## config.mk

```make
export PLATFORM = sky130hd
export DESIGN_NAME = piso_tx
export DESIGN_NICKNAME = d
export VERILOG_FILES = /design/src/rtl/piso_tx.sv
export SDC_FILE = /design/constraint.sdc
export NUM_CORES = 1
export LEC_CHECK = 0
export CORE_MARGIN = 2
export CORE_UTILIZATION = 30
export DETAILED_ROUTE_END_ITERATION = 10
export GPL_TIMING_DRIVEN = 0
export HOLD_SLACK_MARGIN = 0.02
export PLACE_DENSITY_LB_ADDON = 0.05
export SLEW_MARGIN = 30
export SYNTH_ARGS = -nofsm -noshare
export SYNTH_HDL_FRONTEND = slang
export SYNTH_SLANG_ARGS = --single-unit
export TNS_END_PERCENT = 100
```

## constraint.sdc

```tcl
create_clock -name clk -period 3.1 [get_ports clk]
set_clock_uncertainty 0.05 [all_clocks]
set_input_delay 0.62 -clock clk [delete_from_list [all_inputs] [get_ports clk]]
set_output_delay 0.62 -clock clk [all_outputs]
set_load 0.005 [all_outputs]
```

## src/rtl/piso_tx.sv

```systemverilog
// Parallel-in/serial-out transmitter: WIDTH-bit word in over valid/ready, MSB-first serial out.
// Optional even-parity bit after the data bits when PISO_TX_PARITY_EN is defined.
module piso_tx #(
  parameter int unsigned WIDTH = 8
) (
  input  logic             clk,
  input  logic             rst,
  input  logic [WIDTH-1:0] din,
  input  logic             din_valid,
  output logic             din_ready,
  output logic             sdo,
  output logic             sdo_valid,
  output logic             last
);

  localparam int unsigned CW = $clog2(WIDTH + 1);

`ifdef PISO_TX_PARITY_EN
  typedef enum logic [1:0] {IDLE, SHIFT, PARITY} state_t;
  localparam bit HAS_PAR = 1'b1;
  logic par;
`else
  typedef enum logic [1:0] {IDLE, SHIFT} state_t;
  localparam bit HAS_PAR = 1'b0;
`endif

  state_t           state;
  logic [WIDTH-1:0] sreg;
  logic [CW-1:0]    cnt;
  logic             xfer;

  // last is registered and marks the final bit on the wire, so accepting the
  // next word during that bit gives gap-free back-to-back frames.
  assign din_ready = !rst && ((state == IDLE) || last);
  assign xfer      = din_valid && din_ready;

  // cnt holds the number of data bits still to shift after the one on sdo.
  always_ff @(posedge clk) begin
    if (rst) begin
      state     <= IDLE;
      sreg      <= '0;
      cnt       <= '0;
      sdo       <= 1'b0;
      sdo_valid <= 1'b0;
      last      <= 1'b0;
`ifdef PISO_TX_PARITY_EN
      par       <= 1'b0;
`endif
    end else if (xfer) begin
      state     <= SHIFT;
      sdo       <= din[WIDTH-1];
      sdo_valid <= 1'b1;
      sreg      <= {din[WIDTH-2:0], 1'b0};
      cnt       <= CW'(WIDTH - 1);
      last      <= 1'b0;
`ifdef PISO_TX_PARITY_EN
      par       <= ^din;
`endif
    end else if ((state == SHIFT) && (cnt != '0)) begin
      sdo       <= sreg[WIDTH-1];
      sdo_valid <= 1'b1;
      sreg      <= {sreg[WIDTH-2:0], 1'b0};
      cnt       <= cnt - CW'(1);
      last      <= !HAS_PAR && (cnt == CW'(1));
`ifdef PISO_TX_PARITY_EN
    end else if (state == SHIFT) begin
      state     <= PARITY;
      sdo       <= par;
      sdo_valid <= 1'b1;
      last      <= 1'b1;
`endif
    end else begin
      state     <= IDLE;
      sdo       <= 1'b0;
      sdo_valid <= 1'b0;
      last      <= 1'b0;
    end
  end

endmodule
```

==> results.toml, run 1 <==
[route]
drt_first_pass_iters = 2
drc_errors = 0
routedWlPerCell_um = 13.3
postRouteWirelength_mm = 1.70
routed-via-count = 616
antenna_left = 0
drt_first_iter_violations = 4
detail_route.vias_per_cell = 4.81

[timing]
maxSlewViolCount = 0
worst_slew_margin_rel_pct = 62.6
tightest_slew_ns = 0.562
setup_tns_ns = 0
fin_worst_hold_slack_ns = 0.440
timing.fmax_mhz = 471
finalSetupViolations = 0
layout_worst_path_cycle_share_pct = 68.4
timing.final.ws_setup_ns = 0.978
number_of_endpoints_with_negative_hold_slack_in_the_final_report = 0
setup_repair_after_global_routing_missed_its_margin = "false"
final_period_minus_worst_setup_slack_ns = 2.12

[synthesis]
synth_async_sr_flop_share_pct = 0
synth_edf_count = 0
netlist-cell-type-count = 30
synth.cell_area_um2 = 810
netlist_instances = 81
dominantRegCellSynth = "dfxtp_1"
mappedNetlistNets = 95
yosysWarnings = 0
synth_seq_area_share_pct = 37.1
postSynthAreaPerCell_um2 = 9.99
count_of_state_elements_after_synthesis = 15

[die]
dieHeight_um = 55.9
die_x_um = 55.9
top_level_ports = 15
core_region_area_um2 = 2520
floorplan.initialDensity_pct = 32.1
rows = 18
floorplan.die_area_um2 = 3130

[placed_design]
place_inst = 124
portBuffers = 13
finalWeightedCongestion = 0.701
dp.final_hpwl_mm = 1.17
placed_area_um2 = 977
place_worst_setup_slack_ns = 1.06

[clock_tree]
hold_buffers = 0
cts-buffers-inserted = 3
clock_tree.root_cell = "clkbuf_4"
cts_tree = "built"
postCtsSetupRepairBufs = 0
cts.reportedPaths.clkPinSlew_ns = 0.09
clock_net_sink_count = 15
worstSkewPairLatency_ns = 0.28
cts.path.max_buffers = 2
cts_htree_levels = 1
number_of_instances_resized_during_post_cts_repair = 0

[setup_path]
crit_required_ns = 2.43
wp_data_arrival_ns = 1.45
timing.critical_path.to_type = "primary output"
path_max_fanout = 5
critPathLaunchType = "flip-flop"
timing.setup.critical_path_class = "flip-flop to primary output"

[power_and_ir_drop]
power_mw = 0.442
power_per_cell_area_nw_per_um2 = 440
leakage_nw = 0.361
irDropWorstVdd_v = 0.000216

[grt]
first_global_vias = 611
maximum_number_of_pins_on_one_net_before_global_route_repair = 11
global_route.overflow_total = 0
initial_antenna_violation_count = 0
grt_first_pass_wirelength_mm = 2.92
globalRouteTotalUtil_pct = 12.1

[cells_and_area]
area.sequential_um2 = 300
stdcell_area_um2 = 1000
final_net_count = 113
layout_commonest_cell = "dfxtp_1"
final_cell_mix = "15 x dfxtp_1, 13 x clkdlybuf4s50_1, 8 x nor3_1, 8 x nor2_1"
multi_input_comb_area_um2 = 439
layoutNonFillerInstCount = 128
final_layout_size_suffix_gt1_share_pct = 25.5
final_core_util_pct = 39.8
post_synthesis_to_final_layout_area_growth_pct = 24.0
n_antenna_cell = 0
final.fill_count = 279

[hold_path]
min_path_type = "flip-flop to flip-flop"

[flow_run]
drv_cap = 0

[run_status]
status = "finished, final reports clean"
-- cell type report --
cell class / instances / share of cell area, %
well taps: 30 / 3.74
inverters: 2 / 0.748
flip-flops and latches: 15 / 29.9
clock buffers: 4 / 2.62
repair buffers: 13 / 13.0
plain buffers: 6 / 6.23
multi-input cells: 58 / 43.8
-- path summary, 6_finish.rpt --
path / from / to / slack [ns] / depth (start not counted)
setup / recovery: state[0]$_SDFFE_PP0P_ / din_ready / 0.98 / 3
setup reg to reg: cnt[0]$_SDFFE_PP0P_ / sreg[2]$_SDFFE_PP0P_ / 1.52 / 7
hold reg to reg: sreg[7]$_SDFFE_PP0P_ / sdo$_SDFF_PP0_ / 0.44 / 2
hold / removal: sreg[7]$_SDFFE_PP0P_ / sdo$_SDFF_PP0_ / 0.44 / 2
-- worst max-delay path: stages, from the launching register on --
cell,delay [ns]
dfxtp_1,0.49
nand2b_2,0.11
nor2b_1,0.14
clkdlybuf4s50_1,0.44
-- power by group --
| part | switching [mW] | leakage, nW | internal (mW) |
|---|---|---|---|
| registers | 0.0142 | 0.123 | 0.209 |
| clock network | 0.0640 | 0.0150 | 0.0499 |
| logic | 0.0511 | 0.223 | 0.0535 |
-- layer usage --
layer  up-vias  GRT usage (%)  wire, um
li1        318              -         -
met1       279           16.1       850
met2        14           18.5       745
met3         5           3.26        68
met4         0           5.10        31
met5         -              0         0
-- registers in the layout, indices dropped and copies added, names as in the netlist --
register / flops
sdo_valid: 1
state: 1
sreg: 7
cnt: 4
last: 1
sdo: 1
-- logic make-up after synthesis --
| logic type | after synthesis | share of synthesized area (%) |
|---|---|---|
| compound gates | 9 | 7.88 |
| xor+xnor | 2 | 2.16 |
| fa+ha+maj | 3 | 4.64 |
| buf+inv | 8 | 8.65 |
| flops | 15 | 37.1 |
| simple gates | 44 | 39.6 |
-- synthesized netlist by cell type, drive strengths merged, types with 2 or more instances --
master	instances	area (um2)
dfxtp	15	300
nor3	14	100
nor2	8	30.0
nor4	7	96.3
nand2	6	22.5
a21oi	5	25.0
buf	5	58.8
ha	3	37.5
inv	2	7.51
nand2b	2	15.0
nand3	2	10.0
nor2b	2	20.0
Power figures use the tool's default switching activity.
==> inputs of run 2 (changes only) <==
clock period = 2 ns   (was 3.1 ns; I/O delays follow)
==> results of run 2 <==
The final DEF is identical to that of run 1. Status: finished, final reports clean.
Among the figures that moved: setup slack after placement 1.06 ns -> 0.180 ns; setup slack after layout 0.978 ns -> 0.0983 ns; hold slack 0.440 ns -> 0.289 ns; register-to-register setup slack 1.52 ns -> 0.42 ns; end point of the worst hold path sdo$_SDFF_PP0_ -> last$_SDFF_PP0_; total power 0.442 mW -> 0.685 mW; worst IR drop on VDD 0.000216 V -> 0.000335 V
==> variant, RTL diff (settings of run 1) <==
The parameter `WIDTH` goes from 8 to 4.
--- a/src/rtl/piso_tx.sv
+++ b/src/rtl/piso_tx.sv
@@ -1,7 +1,7 @@
 // Parallel-in/serial-out transmitter: WIDTH-bit word in over valid/ready, MSB-first serial out.
 // Optional even-parity bit after the data bits when PISO_TX_PARITY_EN is defined.
 module piso_tx #(
-  parameter int unsigned WIDTH = 8
+  parameter int unsigned WIDTH = 4
 ) (
   input  logic             clk,
   input  logic             rst,
Ports: changed (resized din); port bits go from 15 to 11. The function was not compared with the original's and may differ.
==> variant against run 1 <==
Critical path depth grew 1. Critical path type is now in -> out. Final area shrank 33%. Wire length shrank 34%. Setup slack lost 630 ps. Fmax shrank 23%. Combinational power shrank 43%. Power shrank 28%. Largest power group unchanged. Register-to-register slack gained 210 ps. Sequential cell count shrank 5. Area after synthesis shrank 37%. Sequential share of layout area is essentially flat. Die area shrank 34%. Sequential power shrank 37%. Via count shrank 29%.
==> variant: results (changes against run 1) <==
| Metric | Value |
|---|---|
| Status | complete, no violations (unchanged) |
| Setup Slack @ Placement | 327 ps (was 1060 ps) |
| Unique masters post-synth | 25 (was 30) |
| Number of global-route vias before repair | 400 (was 611) |
| Synthesized netlist net count | 66 (was 95) |
| Count of input and output buffers | 10 (was 13) |
| Wire length of the first global-routing pass | 1890 µm (was 2920 µm) |
| Post-route non-filler standard cell count | 86 (was 128) |
| Worst Path Max Fanout | 10 (was 5) |
| Worst ir drop on vdd | 0.000253 V (was 0.000216 V) |
| Final estimated routing congestion in global placement | 0.734 (was 0.701) |
| Largest registers | cnt (3), sreg (3) (was sreg (7), cnt (4)) |
| Aggregate global-route resource usage | 13.3% (was 12.1%) |
| Number of search-and-repair iterations in the first detailed-routing pass | 4 (was 2) |
| Later-pin clock latency in the skew report | 260 ps (was 280 ps) |
| Pleak | 0.246 nW (was 0.361 nW) |
| Commonest cells in the netlist | dfxtp_1, nand3_1, a21oi_1, inv_1 (was dfxtp_1, nor2_1, nor3_1) |
| HPWL after DPL | 862 µm (was 1170 µm) |
| Fraction of the yosys area taken by sequential cells | 39.1% (was 37.1%) |
| Crit-path leading delay family | buffers and inverters (was flip-flops) |
| Total number of nets in the final design | 81 (was 113) |
| Fraction of final layout cells with drive strength greater than 1 | 14.3% (was 25.5%) |
| Slowest library cell on the worst path | clkdlybuf4s50_1 (was dfxtp_1) |
| Main area contributors after synthesis | dfxtp_1, ha_1, nand3_1 (was dfxtp_1, nor4_2, nor3_2) |
| Number of fill cells | 172 (was 279) |
| Standard cell area after detailed placement | 632 µm² (was 977 µm²) |
| Ratio of routed vias to standard cells | 5.07 (was 4.81) |
| Clock Pin Slew Worst Setup and Hold Paths | 60 ps (was 90 ps) |
| Yosys synthesis warning count | 0 (unchanged) |
| Crit-path max cell delay | 520 ps (was 490 ps) |
==> variant: cell families (layout without fill, tap and decap cells) <==
group / after synthesis / after routing / synth area share (%)
buffers and inverters: 6 / 20 / 5.87
adders and majority gates: 3 / 3 / 7.34
and+or+nand+nor: 22 / 22 / 25.7
muxes: 1 / 1 / 1.96
DFF: 10 / 10 / 39.1
AOI/OAI and AO/OA: 14 / 14 / 20.0
==> variant: final cells by class <==
| class | instances | area [µm²] | share of cell area [%] |
|---|---|---|---|
| timing repair buffer | 10 | 100 | 15.0 |
| clock buffer | 4 | 36.3 | 5.43 |
| tap | 16 | 20.0 | 3.00 |
| multi-input combinational | 40 | 282 | 42.1 |
| inverter | 4 | 15.0 | 2.25 |
| buffer | 2 | 15.0 | 2.25 |
| sequential | 10 | 200 | 30.0 |
==> variant: per-layer routing <==
metal | share of wire [%] | up-vias | track usage, % | wire [µm]
li1 | - | 233 | - | -
met1 | 52 | 188 | 18.0 | 586
met2 | 40 | 13 | 17.7 | 453
met3 | 6.3 | 2 | 5.60 | 71
met4 | 0.89 | 0 | 7.06 | 10
met5 | 0 | - | 0 | 0
==> variant: where the power goes <==
group | internal (mW) | switching, mW | total (mW)
Sequential | 0.136 | 0.00361 | 0.140
Clock | 0.0712 | 0.0452 | 0.116
Combinational | 0.0281 | 0.0319 | 0.0600
Total | 0.235 | 0.0807 | 0.316
==> variant: final timing paths <==
| path | from | to | slack, ps | cells past startpoint |
|---|---|---|---|---|
| min | sreg[1] | sreg[1] | 430 | 2 |
| max | rst | din_ready | 350 | 4 |
| max reg2reg | cnt[1] | sreg[2] | 1730 | 5 |
| min reg2reg | sreg[1] | sreg[1] | 430 | 2 |
